===== config.mk =====
export PLATFORM = sky130hd
export DESIGN_NAME = router_input_unit
export DESIGN_NICKNAME = d
export VERILOG_FILES = /design/src/rtl/router_pkg.sv /design/src/rtl/router_input_unit_xy.sv /design/src/rtl/router_input_unit.sv
export SDC_FILE = /design/constraint.sdc
export NUM_CORES = 1
export LEC_CHECK = 0
export CORE_MARGIN = 3
export CORE_UTILIZATION = 40
export CTS_CLUSTER_SIZE = 8
export DETAILED_ROUTE_END_ITERATION = 10
export PLACE_DENSITY = 0.87
export SLEW_MARGIN = 30
export SYNTH_ARGS = -nofsm -noshare
export SYNTH_HDL_FRONTEND = slang
export SYNTH_SLANG_ARGS = --single-unit

===== constraint.sdc =====
create_clock -name clk -period 2.6 [get_ports clk]
set_input_delay 0.26 -clock clk [delete_from_list [all_inputs] [get_ports clk]]
set_output_delay 0.26 -clock clk [all_outputs]
set_load 0.005 [all_outputs]

===== src/rtl/router_pkg.sv =====
// Shared definitions for the router input stage: flit types, port indices
// and flit field positions.
package router_pkg;

    localparam int TYPE_W     = 2;
    localparam int PORT_COUNT = 5;

    localparam int PORT_L = 0;
    localparam int PORT_N = 1;
    localparam int PORT_S = 2;
    localparam int PORT_E = 3;
    localparam int PORT_W = 4;

    typedef enum logic [TYPE_W-1:0] {
        FLIT_BODY   = 2'b00,
        FLIT_HEAD   = 2'b01,
        FLIT_TAIL   = 2'b10,
        FLIT_SINGLE = 2'b11
    } flit_type_e;

    typedef enum logic {
        S_IDLE   = 1'b0,
        S_ACTIVE = 1'b1
    } ru_state_e;

    // Field MSB positions measured from a flit of width dw.
    function automatic int type_msb(input int dw);
        return dw - 1;
    endfunction

    function automatic int dest_x_msb(input int dw);
        return dw - 1 - TYPE_W;
    endfunction

    function automatic int dest_y_msb(input int dw, input int cw);
        return dw - 1 - TYPE_W - cw;
    endfunction

endpackage


===== src/rtl/router_input_unit_xy.sv =====
// Combinational XY dimension-order route: X is resolved before Y.
// Output is a one-hot request over the five router ports.
module xy_route_compute
    import router_pkg::*;
#(
    parameter int COORD_WIDTH = 2,
    parameter int CUR_X       = 0,
    parameter int CUR_Y       = 0
) (
    input  logic [COORD_WIDTH-1:0] dest_x,
    input  logic [COORD_WIDTH-1:0] dest_y,
    output logic [PORT_COUNT-1:0]  port
);

    localparam logic [COORD_WIDTH-1:0] CX = COORD_WIDTH'(CUR_X);
    localparam logic [COORD_WIDTH-1:0] CY = COORD_WIDTH'(CUR_Y);

    always_comb begin
        port = '0;
        if (dest_x > CX) begin
            port[PORT_E] = 1'b1;
        end else if (dest_x < CX) begin
            port[PORT_W] = 1'b1;
        end else if (dest_y > CY) begin
            port[PORT_N] = 1'b1;
        end else if (dest_y < CY) begin
            port[PORT_S] = 1'b1;
        end else begin
            port[PORT_L] = 1'b1;
        end
    end

endmodule


===== src/rtl/router_input_unit.sv =====
// Input-port consumer: pops flits, routes each packet at its head and
// forwards flits through a one-entry valid/ready output register.
module router_input_unit
    import router_pkg::*;
#(
    parameter int DATA_WIDTH  = 32,
    parameter int COORD_WIDTH = 2,
    parameter int CUR_X       = 0,
    parameter int CUR_Y       = 0
) (
    input  logic                  clk,
    input  logic                  rst,
    input  logic                  fifo_empty,
    input  logic [DATA_WIDTH-1:0] fifo_dout,
    output logic                  fifo_rd_en,
    output logic                  out_valid,
    input  logic                  out_ready,
    output logic [DATA_WIDTH-1:0] out_data,
    output logic [PORT_COUNT-1:0] out_port,
    output logic                  pkt_active,
    output logic                  err,
    output logic [15:0]           pkt_count
);

    localparam int T_MSB = type_msb(DATA_WIDTH);
    localparam int X_MSB = dest_x_msb(DATA_WIDTH);
    localparam int Y_MSB = dest_y_msb(DATA_WIDTH, COORD_WIDTH);

    ru_state_e             state;
    logic [PORT_COUNT-1:0] route_reg;
    logic [PORT_COUNT-1:0] calc_port;
    flit_type_e            ftype;
    logic                  pop;
    logic                  load;
    logic                  is_pkt_start;

    assign ftype = flit_type_e'(fifo_dout[T_MSB -: TYPE_W]);

    xy_route_compute #(
        .COORD_WIDTH (COORD_WIDTH),
        .CUR_X       (CUR_X),
        .CUR_Y       (CUR_Y)
    ) u_route (
        .dest_x (fifo_dout[X_MSB -: COORD_WIDTH]),
        .dest_y (fifo_dout[Y_MSB -: COORD_WIDTH]),
        .port   (calc_port)
    );

    // Rejected flits are still popped so a bad stream cannot wedge the FIFO.
    assign pop        = ~rst & ~fifo_empty & (~out_valid | out_ready);
    assign fifo_rd_en = pop;
    assign pkt_active = (state == S_ACTIVE);

    always_comb begin
        is_pkt_start = 1'b0;
        unique case (1'b1)
            ftype == FLIT_HEAD:   is_pkt_start = 1'b1;
            ftype == FLIT_SINGLE: is_pkt_start = 1'b1;
            ftype == FLIT_BODY:   is_pkt_start = 1'b0;
            ftype == FLIT_TAIL:   is_pkt_start = 1'b0;
        endcase
    end

    always_comb begin
        load = 1'b0;
        if (pop) begin
            unique case (state)
                S_IDLE:   load = is_pkt_start;
                S_ACTIVE: load = ~is_pkt_start;
            endcase
        end
    end

    always_ff @(posedge clk) begin
        if (rst) begin
            state     <= S_IDLE;
            route_reg <= '0;
            out_valid <= 1'b0;
            out_data  <= '0;
            out_port  <= '0;
            err       <= 1'b0;
            pkt_count <= '0;
        end else begin
            if (out_valid && out_ready) begin
                out_valid <= 1'b0;
            end
            if (pop && !load) begin
                err <= 1'b1;
            end
            if (load) begin
                out_valid <= 1'b1;
                out_data  <= fifo_dout;
                out_port  <= (state == S_IDLE) ? calc_port : route_reg;
                if (is_pkt_start) begin
                    pkt_count <= pkt_count + 16'd1;
                end
                unique case (ftype)
                    FLIT_HEAD: begin
                        route_reg <= calc_port;
                        state     <= S_ACTIVE;
                    end
                    FLIT_TAIL: state <= S_IDLE;
                    default: ;
                endcase
            end
        end
    end

endmodule


==> reports/metrics.csv <==
metric,value,unit
DR vias,2216,
Routed WL,5.87,mm
max_cap viols,0,
Pleak,0.00121,uW
CP Max Fanout,23,
Final #Nets,405,
Max Slew Vio Count,0,
Reg2Reg Depth,5,
Post-synth EDFFs,0,
WHS Path Cells,2,
Clk pwr share,40.3,%
Finished Core Util,62.9,%
Synth area leader,dfxtp_1,
Met3 Routed Length,437,um
TritonCTS Buffers,9,
Met2 Routed Length,2.82,mm
first-pass GRT wire length,9.16,mm
most frequent cells in the layout,"90 x clkdlybuf4s50_1, 68 x nand2_1, 57 x dfxtp_1",
switching portion of total power,23.8,%
drt wl/cell,13.3,um
Vias/cell,5.01,
number of cell rows,27,
ys flop type,dfxtp_1,
Synth Warn #,0,
root buf cell,clkbuf_8,
vias in the first global route,2074,
CTS H-Tree Depth,3,
Post-synth ARST share,0,%
DIE WIDTH,82.0,um
worst skew pair latency,330,ps
worst setup path class,in -> reg,
starting density of the core,41.7,%
Worst R2R Start,pkt_active,
synth unique cells,38,
register bit total from synthesis,57,
P_int,1530,uW
Buffers on Ports,90,
maximum VDD drop,0.496,mV
Mapped Area,0.00231,sq mm
Critical Path Sink Type,register,
Num Clock Sinks,57,
power density cells,577,mW/mm^2
clk_skew,6.88,ps
HP Start,out_data[28],
Starting DRT DRC Count,80,
status,"finished, final reports clean",
ranking of synthesized cells by area,"dfxtp_1 49%, nand2_1 11%, o21ai_0 8.2%",
Slew @ Worst Pin,625,ps
die height,82.0,um
"most common cell after layout, fill and taps aside",clkdlybuf4s50_1,
Core Region,0.00554,sq mm
largest net degree at the start of global routing,38,
drc violations,0,
largest register by flop count,out_data,
I/O pins,93,
Final Cycle Share,82.9,%
setup TNS,0,ps
overall routing resource usage,17.8,%
type of origin of the critical path,input port,
Filler cells,486,
net load switching power,479,uW
post_cts resized,0,
crit path DAT,2380,ps
share of layout cells above drive strength 1,6.76,%
fmax,464,MHz
setup repair bufs after CTS,0,
Syn Inst Count,277,
CP Data Required Time,2820,ps
top flop regs,"out_data x32, pkt_count x16",
initial antenna violation count,0,
part of the Yosys area used for sequential elements,49.4,%
"Avg Cell Area, Syn",8.34,sq um
minimum clock period,2150,ps
Layout area overhead,50.8,%
CTS tree,done,
RePlAce Congestion,0.767,
Routed Antenna Nets,0,
met1 wire length,2.55,mm
1st-pass router iterations,7,
hold_buf cts,0,
Worst-path clk slew,70,ps
logic gate share of total power,12.9,%
hold_ws,455,ps
area of the die,0.00673,sq mm
HPWL Detailed,4.16,mm
sequential power share,46.8,%
# diodes,0,
Hold/Removal Path Class,reg -> reg,
worst setup path start,fifo_dout[30],
uppermost layer routed,met4,
share of the synthesized area in the top cell type,49.4,%
Max Root-Sink Buffers,2,
"Hold Vio Cnt, Final",0,
Final setup viols,0,
RSZ-0062 raised after global routing,false,
Max-slew headroom,58.2,%
max FFs per register,32,
overflow left after global routing,0,
==> per-stage QoR <==
stage               instances  worst slack, ps  cell area (sq um)  power, uW
global route              442              325               3480       2100
floorplan                 278              753               2310       1050
detailed placement        426              108               3290       1220
finish                    442              445               3480       2010
CTS                       442              465               3480       2030
global placement          426              179               3290       1220
==> critical path: stages <==
cell,delay [ps]
clkdlybuf4s50_1,480
inv_1,80
ha_1,240
nor3_1,270
nand3_1,170
buf_12,190
nor4_1,310
mux2_2,380
==> cell usage after synthesis (2+ instances only) <==
cell type  instances
buf_4              3
o311ai_0           4
a311oi_1           3
nor2_1            12
ha_1               4
or4_1              5
o21ai_0           38
a21oi_1           11
o31ai_1            5
or3_1              2
nor3_1             2
nand3_1            9
nand2_1           68
dfxtp_1           57
o41ai_1            4
nand4_1            4
nor2b_1            2
and4_1             2
xnor2_1            2
inv_1              5
nor4_1             4
clkbuf_1          14
xor2_1             2
==> metal layers <==
metal / vias to the layer above / GRT usage, %
li1: 1139 / -
met1: 1007 / 20.4
met2: 64 / 29.3
met3: 6 / 7.46
met4: 0 / 7.14
met5: - / 0
==> kinds of logic (layout without fill, tap and decap cells) <==
logic type | count (synthesis) | in the layout | share of synthesized area (%)
AO/OA/AOI/OAI | 69 | 69 | 18.4
XOR/XNOR | 4 | 4 | 1.52
adder cells (fa/ha/maj) | 4 | 4 | 2.17
buffers and inverters | 25 | 117 | 4.93
flip-flops | 57 | 57 | 49.4
multiplexers | 2 | 2 | 0.920
other | 1 | 2 | 0.162
AND/OR/NAND/NOR | 115 | 115 | 22.5
==> cell type report <==
type                    instances  area (sq um)  share of cell area (%)
inverters                       6          22.5                   0.646
clock buffers                  10           138                    3.95
multi-input cells             196          1060                    30.4
flip-flops and latches         57          1140                    32.7
well taps                      72          90.1                    2.59
clock inverters                 6          57.6                    1.65
repair buffers                 95           976                    28.0
==> path summary, 6_finish.rpt <==
| path | end | slack (ps) |
|---|---|---|
| max reg2reg | pkt_count[13] | 740 |
| min reg2reg | out_data[28] | 460 |
| min | out_data[28] | 460 |
| max | pkt_count[13] | 450 |
==> power by group through the flow <==
stage          Sequential, uW  Clock, uW  Combinational [uW]
2_1_floorplan             962          0                92.2
4_1_cts                   942        827                 263
6_report                  941        811                 260
5_1_grt                   946        869                 286
3_5_place_dp              961          0                 261
3_3_place_gp              960          0                 256
No activity file was read; power rests on OpenSTA's default activity.
